### src/rtl/set_bit_serializer.sv
// rtl/set_bit_serializer.sv - emits the positions of a word's set bits, LSB first, one per beat
module set_bit_serializer #(
    parameter int WIDTH = 16,
    localparam int IDX_W = (WIDTH > 1) ? $clog2(WIDTH) : 1
) (
    input  logic             clk_i,
    input  logic             rst_n_i,
    input  logic [WIDTH-1:0] data_i,
    input  logic             data_val_i,
    output logic             data_ready_o,
    output logic [IDX_W-1:0] idx_o,
    output logic [WIDTH-1:0] onehot_o,
    output logic             idx_last_o,
    output logic             idx_val_o,
    input  logic             idx_ready_i,
    output logic             zero_o
);

    typedef enum logic {IDLE, SER} state_t;

    state_t           state_q, state_d;
    logic [WIDTH-1:0] mask_q, mask_d;
    logic             ready_q, ready_d;
    logic             zero_q, zero_d;
    logic [WIDTH-1:0] lowest;
    logic [WIDTH-1:0] rest;
    logic [IDX_W-1:0] idx;
    logic             last;

    // mask is zero whenever IDLE, so onehot/idx read as zero outside SER
    always_comb begin
        lowest = mask_q & (~mask_q + WIDTH'(1));
        rest   = mask_q & (mask_q - WIDTH'(1));
        last   = (state_q == SER) && (rest == '0);
        idx    = '0;
        for (int i = 0; i < WIDTH; i++) begin
            if (lowest[i]) begin
                idx = idx | IDX_W'(i);
            end
        end
    end

    always_comb begin
        state_d = state_q;
        mask_d  = mask_q;
        zero_d  = 1'b0;
        case (state_q)
            IDLE: begin
                if (data_val_i && ready_q) begin
                    if (data_i == '0) begin
                        zero_d = 1'b1;
                    end else begin
                        mask_d  = data_i;
                        state_d = SER;
                    end
                end
            end
            SER: begin
                if (idx_ready_i) begin
                    mask_d = rest;
                    if (last) begin
                        state_d = IDLE;
                    end
                end
            end
            default: state_d = IDLE;
        endcase
        // ready is a flop of its own so it stays low through reset and rises on the first edge after release
        ready_d = (state_d == IDLE);
    end

    always_ff @(posedge clk_i or negedge rst_n_i) begin
        if (!rst_n_i) begin
            state_q <= IDLE;
            mask_q  <= '0;
            ready_q <= 1'b0;
            zero_q  <= 1'b0;
        end else begin
            state_q <= state_d;
            mask_q  <= mask_d;
            ready_q <= ready_d;
            zero_q  <= zero_d;
        end
    end

    assign data_ready_o = ready_q;
    assign idx_val_o    = (state_q == SER);
    assign idx_o        = idx;
    assign onehot_o     = lowest;
    assign idx_last_o   = last;
    assign zero_o       = zero_q;

endmodule

### config.mk
export PLATFORM = sky130hd
export DESIGN_NAME = set_bit_serializer
export DESIGN_NICKNAME = d
export VERILOG_FILES = /design/src/rtl/set_bit_serializer.sv
export SDC_FILE = /design/constraint.sdc
export NUM_CORES = 1
export LEC_CHECK = 0
export BUFFER_PORTS_ARGS = -buffer_cell sky130_fd_sc_hd__buf_2
export CORE_MARGIN = 1
export CORE_UTILIZATION = 25
export DETAILED_ROUTE_END_ITERATION = 8
export SLEW_MARGIN = 20
export SYNTH_ARGS = -nofsm -noshare
export SYNTH_HDL_FRONTEND = slang
export SYNTH_SLANG_ARGS = --single-unit
export TNS_END_PERCENT = 1
### constraint.sdc
create_clock -name clk_i -period 2.48 [get_ports clk_i]
set_input_delay 0.62 -clock clk_i [delete_from_list [all_inputs] [get_ports clk_i]]
set_output_delay 0.62 -clock clk_i [all_outputs]
set_load 0.01 [all_outputs]
## After elaboration in Yosys (flattened, before gate mapping)

Index checks and enable logic that the tools add are counted.
W data, S select, Z words.

- Register bits after elaboration: 19
- Output and inout bits: 24

- $add $sub $neg: 2
- Equality and inequality tests: 3
- Muxes and demuxes: 27
- Bitwise gates (word level): 5
- Reduce and logical (&&, ||, !) cells: 5

Operator list:

| operator | count |
|---|---|
| $mux W16 | 3 |
| $and A16 B16 Y16 | 2 |
| $logic_not A16 Y1 | 2 |
| $mux W4 | 8 |
| $pmux W16 S2 | 1 |
| $add A16 B1 Y16 const B | 1 |
| $not A16 Y16 | 1 |
| $sub A16 B1 Y16 const B | 1 |
| $mux W3 | 4 |
| $mux W1 | 8 |
| $ne A2 B2 Y1 const B | 3 |
| $mux W2 | 2 |
| $reduce_and A3 Y1 | 1 |
| $logic_and A1 B1 Y1 | 2 |
| $not A1 Y1 | 2 |
| $pmux W1 S2 | 1 |

## Depth between registers and ports, before layout

- Word-level depth: 18
- Mapped depth: 8
- Depth with buffers taken out: 5

## Worst setup path before layout

No wires, ideal clock.

- Path kind: reg-to-output
- Start: reg mask_q[4]
- End: out idx_last_o
- Arrival time: 1.651 ns
- Data required time: 1.860 ns
- Setup slack: 0.209 ns
- Stages on the path, launching flop included: 8
- Path buffers: 2
- Cells stage by stage: dfrtp_1 buf_6 nor4_4 nand3_2 buf_6 o31ai_4 o211ai_1 nor2_1

- Word-level cells in the longest chain between the ends: 4

Ends and longest elaborated chain:

| element | line | source |
|---|---|---|
| start, declared | 22 | `logic [WIDTH-1:0] mask_q, mask_d;` |
| start signal, assigned | 80 | `mask_q <= mask_d;` |
| $sub A16 B1 Y16 | 33 | `rest = mask_q & (mask_q - WIDTH'(1));` |
| $and A16 B16 Y16 * | 33 |  |
| $logic_not A16 Y1 * | 34 | `last = (state_q == SER) && (rest == '0);` |
| $logic_and A1 B1 Y1 * | 34 |  |
| end, declared | 13 | `output logic idx_last_o,` |

Every way passes the cells marked *; elsewhere a longest branch is shown, timed or not.

## Worst setup path after layout

- Start: reg mask_q[2]
- End: out idx_last_o

The elaborated chain is that of the path after synthesis.

==> results.json <==
{
  "worstPathRequired_ns": 1.86,
  "area_growth_pct": 44.0,
  "slew_viol_final": 0,
  "wirelength_um": 4790,
  "p_per_area_nw_per_um2": 1480,
  "post-route-period-util": 1.05,
  "reg2regPathDepth": 5,
  "start_util": 0.258,
  "p_total_mw": 3.01,
  "use_met2": 0.247,
  "core_area_um2": 5470,
  "die_y_um": 77.2,
  "synth_top_cell_area_share": 0.336,
  "slowest_stage": "or4_4",
  "ys_ff_latch": 19,
  "port_buffers": 43,
  "synth_cells": 162,
  "yosys-top-cells-area": "dfrtp_1 (34%), a22o_1 (5.0%), nor2_1 (4.5%), o21ai_0 (3.2%), nor4_1 (2.7%)",
  "final_nets": 250,
  "first_pass_iters": 4,
  "yosys_warnings": 0,
  "syn_area_per_cell_um2": 8.73,
  "violations": "negative setup slack",
  "cp_slowest_stage_delay_ns": 0.55,
  "synth_area_leader_cell": "dfrtp_1",
  "cts_root_buf": "clkbuf_8",
  "p_leak_nw": 0.993,
  "wl_per_cell_um": 15.9,
  "die_area_um2": 5960,
  "cts_sinks": 19,
  "diodes": 0,
  "synthArstFlopShare": 1.00,
  "crit_path_start_kind": "flop",
  "synth_edf_count": 0,
  "io_pins": 44,
  "antenna_found_initial": 0,
  "synthFlopType": "dfrtp_1",
  "skew_ns": 0.00151,
  "ir_worst_vdd_v": 0.000457,
  "tritoncts": "done",
  "tightest_slew_ns": 0.903,
  "cp.arrival_ns": 1.97,
  "worstPathCellList": "or4_4 > o32ai_2 > o2111ai_2 > nand4b_4 > nor2_2 > buf_2",
  "rsz0062_at_grt": "true",
  "ys_seq_area_frac": 0.336,
  "grt_pass1_wl_um": 7750,
  "reg2reg_to": "mask_q[3]$_DFFE_PN0P_",
  "clk_pin_slew_ns": 0.08,
  "cp_top_family": "simple AND/OR/NAND/NOR gates",
  "mostFrequentLayoutCells": "buf_2 (43), buf_4 (32), dfrtp_1 (15)",
  "slew_headroom": 0.396,
  "ant_nets": 0,
  "hold_class": "input port to async pin",
  "layout-drive-gt1-share": 0.476,
  "first_global_vias": 1531,
  "synth_cell_types": 48,
  "reg2reg_setup_slack_ns": 0.44,
  "grt_start_max_net_pins": 20,
  "cp-end-kind": "output port",
  "cp.buffers_inverters": 1,
  "via_per_inst": 5.20,
  "path_max_fanout": 4,
  "insertion_delay_ns": 0.26,
  "dp_hpwl_um": 3450,
  "clk_path_buf_depth": 2,
  "period_minus_slack_ns": 2.59,
  "setup_viol": 7,
  "routed-via-count": 1565,
  "drcViolationCount": 0,
  "critPathKind": "flop to output port",
  "cts_buffers": 3,
  "rows": 27,
  "final_common_cell": "buf_2",
  "grt_use_met1": 0.231,
  "globalRouteTotalUtil": 0.166,
  "synth_nets": 182,
  "synth_area_um2": 1410,
  "cap_violations": 0,
  "grt_busiest_layer": "met2",
  "die_w_um": 77.2,
  "cts-htree-levels": 1,
  "status": "finished, violations left",
  "timing.final.hold_violations": 0,
  "final_core_util": 0.372,
  "fmax_mhz": 386,
  "drt-initial-drc-count": 193,
  "grtUsageMet3": 0.0321,
  "grt_overflow_total": 0,
  "setup_slack_ns": -0.113,
  "place_congestion": 0.830,
  "worstReg2RegStart": "idx_val_o$_DFF_PN0_"
}
[kinds of logic after synthesis]
group                    Yosys count  share of synthesized area
adder cells (fa/ha/maj)            1                    0.00708
flip-flops                        19                      0.336
AO/OA/AOI/OAI                     56                      0.302
multiplexers                       1                    0.00796
AND/OR/NAND/NOR                   64                      0.267
buffers and inverters             21                     0.0796
[synth_stat cells (all sizes together) (2+ instances only)]
cell type and instances:
o21bai 5, buf 8, inv 8, nand4 2, nor2 17, o21a 2
a21bo 2, nor4 7, o31a 2, a21oi 6, and2 5, nand3 3
dfrtp 19, a31oi 2, o32ai 2, a22o 8, or3 2, nor2b 2
a21o 4, o31ai 2, clkbuf 5, nand2 9, o211ai 2, o2111ai 2
o21ai 10, and3 5, nor3 7, a211oi 2
[stage by stage]
step | cell area (um^2) | hold WS (ns) | TNS [ns] | instances | setup slack [ns]
after floorplan | 1410 | 0.324 | 0 | 162 | 0.209
after global placement | 1780 | 0.513 | 0 | 283 | 0.0378
after detailed placement | 1780 | 0.536 | 0 | 283 | 0.0290
after CTS | 1990 | 0.328 | -0.469 | 300 | -0.105
after global routing | 2040 | 0.342 | -1.32 | 301 | -0.224
final | 2040 | 0.311 | -0.387 | 301 | -0.113
[timing repair]
item,4_1_cts,5_1_grt
resized for setup,20,11
gates cloned,0,0
hold buffers,0,0
endpoints found under the setup margin,9,12
pin swaps,11,5
setup buffers,13,1
[per-layer routing]
metal / wire length, um / vias to the layer above
li1: - / 745
met1: 2190 / 740
met2: 2200 / 74
met3: 323 / 6
met4: 77 / 0
met5: 0 / -
[registers in the layout, indices dropped and copies added, names as in the netlist]
signal / flops
mask_q: 16
data_ready_o: 1
idx_val_o: 1
zero_o: 1
[worst max path at each step]
stage / start / to / slack [ns] / depth (start not counted)
detailed placement: mask_q[3]$_DFFE_PN0P_ / idx_last_o / 0.03 / 6
finish: mask_q[2]$_DFFE_PN0P_ / idx_last_o / -0.11 / 6
global route: mask_q[4]$_DFFE_PN0P_ / idx_last_o / -0.22 / 8
CTS: mask_q[6]$_DFFE_PN0P_ / idx_o[2] / -0.11 / 7
floorplan: mask_q[4]$_DFFE_PN0P_ / idx_last_o / 0.21 / 7
global placement: mask_q[2]$_DFFE_PN0P_ / idx_last_o / 0.04 / 6
[area by class of cell]
class | instances | area (um^2)
well taps | 72 | 90.1
clock buffers | 4 | 45.0
inverters | 8 | 30.0
flip-flops and latches | 19 | 480
multi-input cells | 122 | 923
fillers | 588 | 3440
repair buffers | 76 | 467
[report_power, final]
part	internal, mW	total, mW	switching, mW
sequential	0.426	0.620	0.194
combinational	1.06	2.16	1.10
clock	0.114	0.225	0.111
total	1.60	3.01	1.41
No activity file was read; power rests on OpenSTA's default activity.
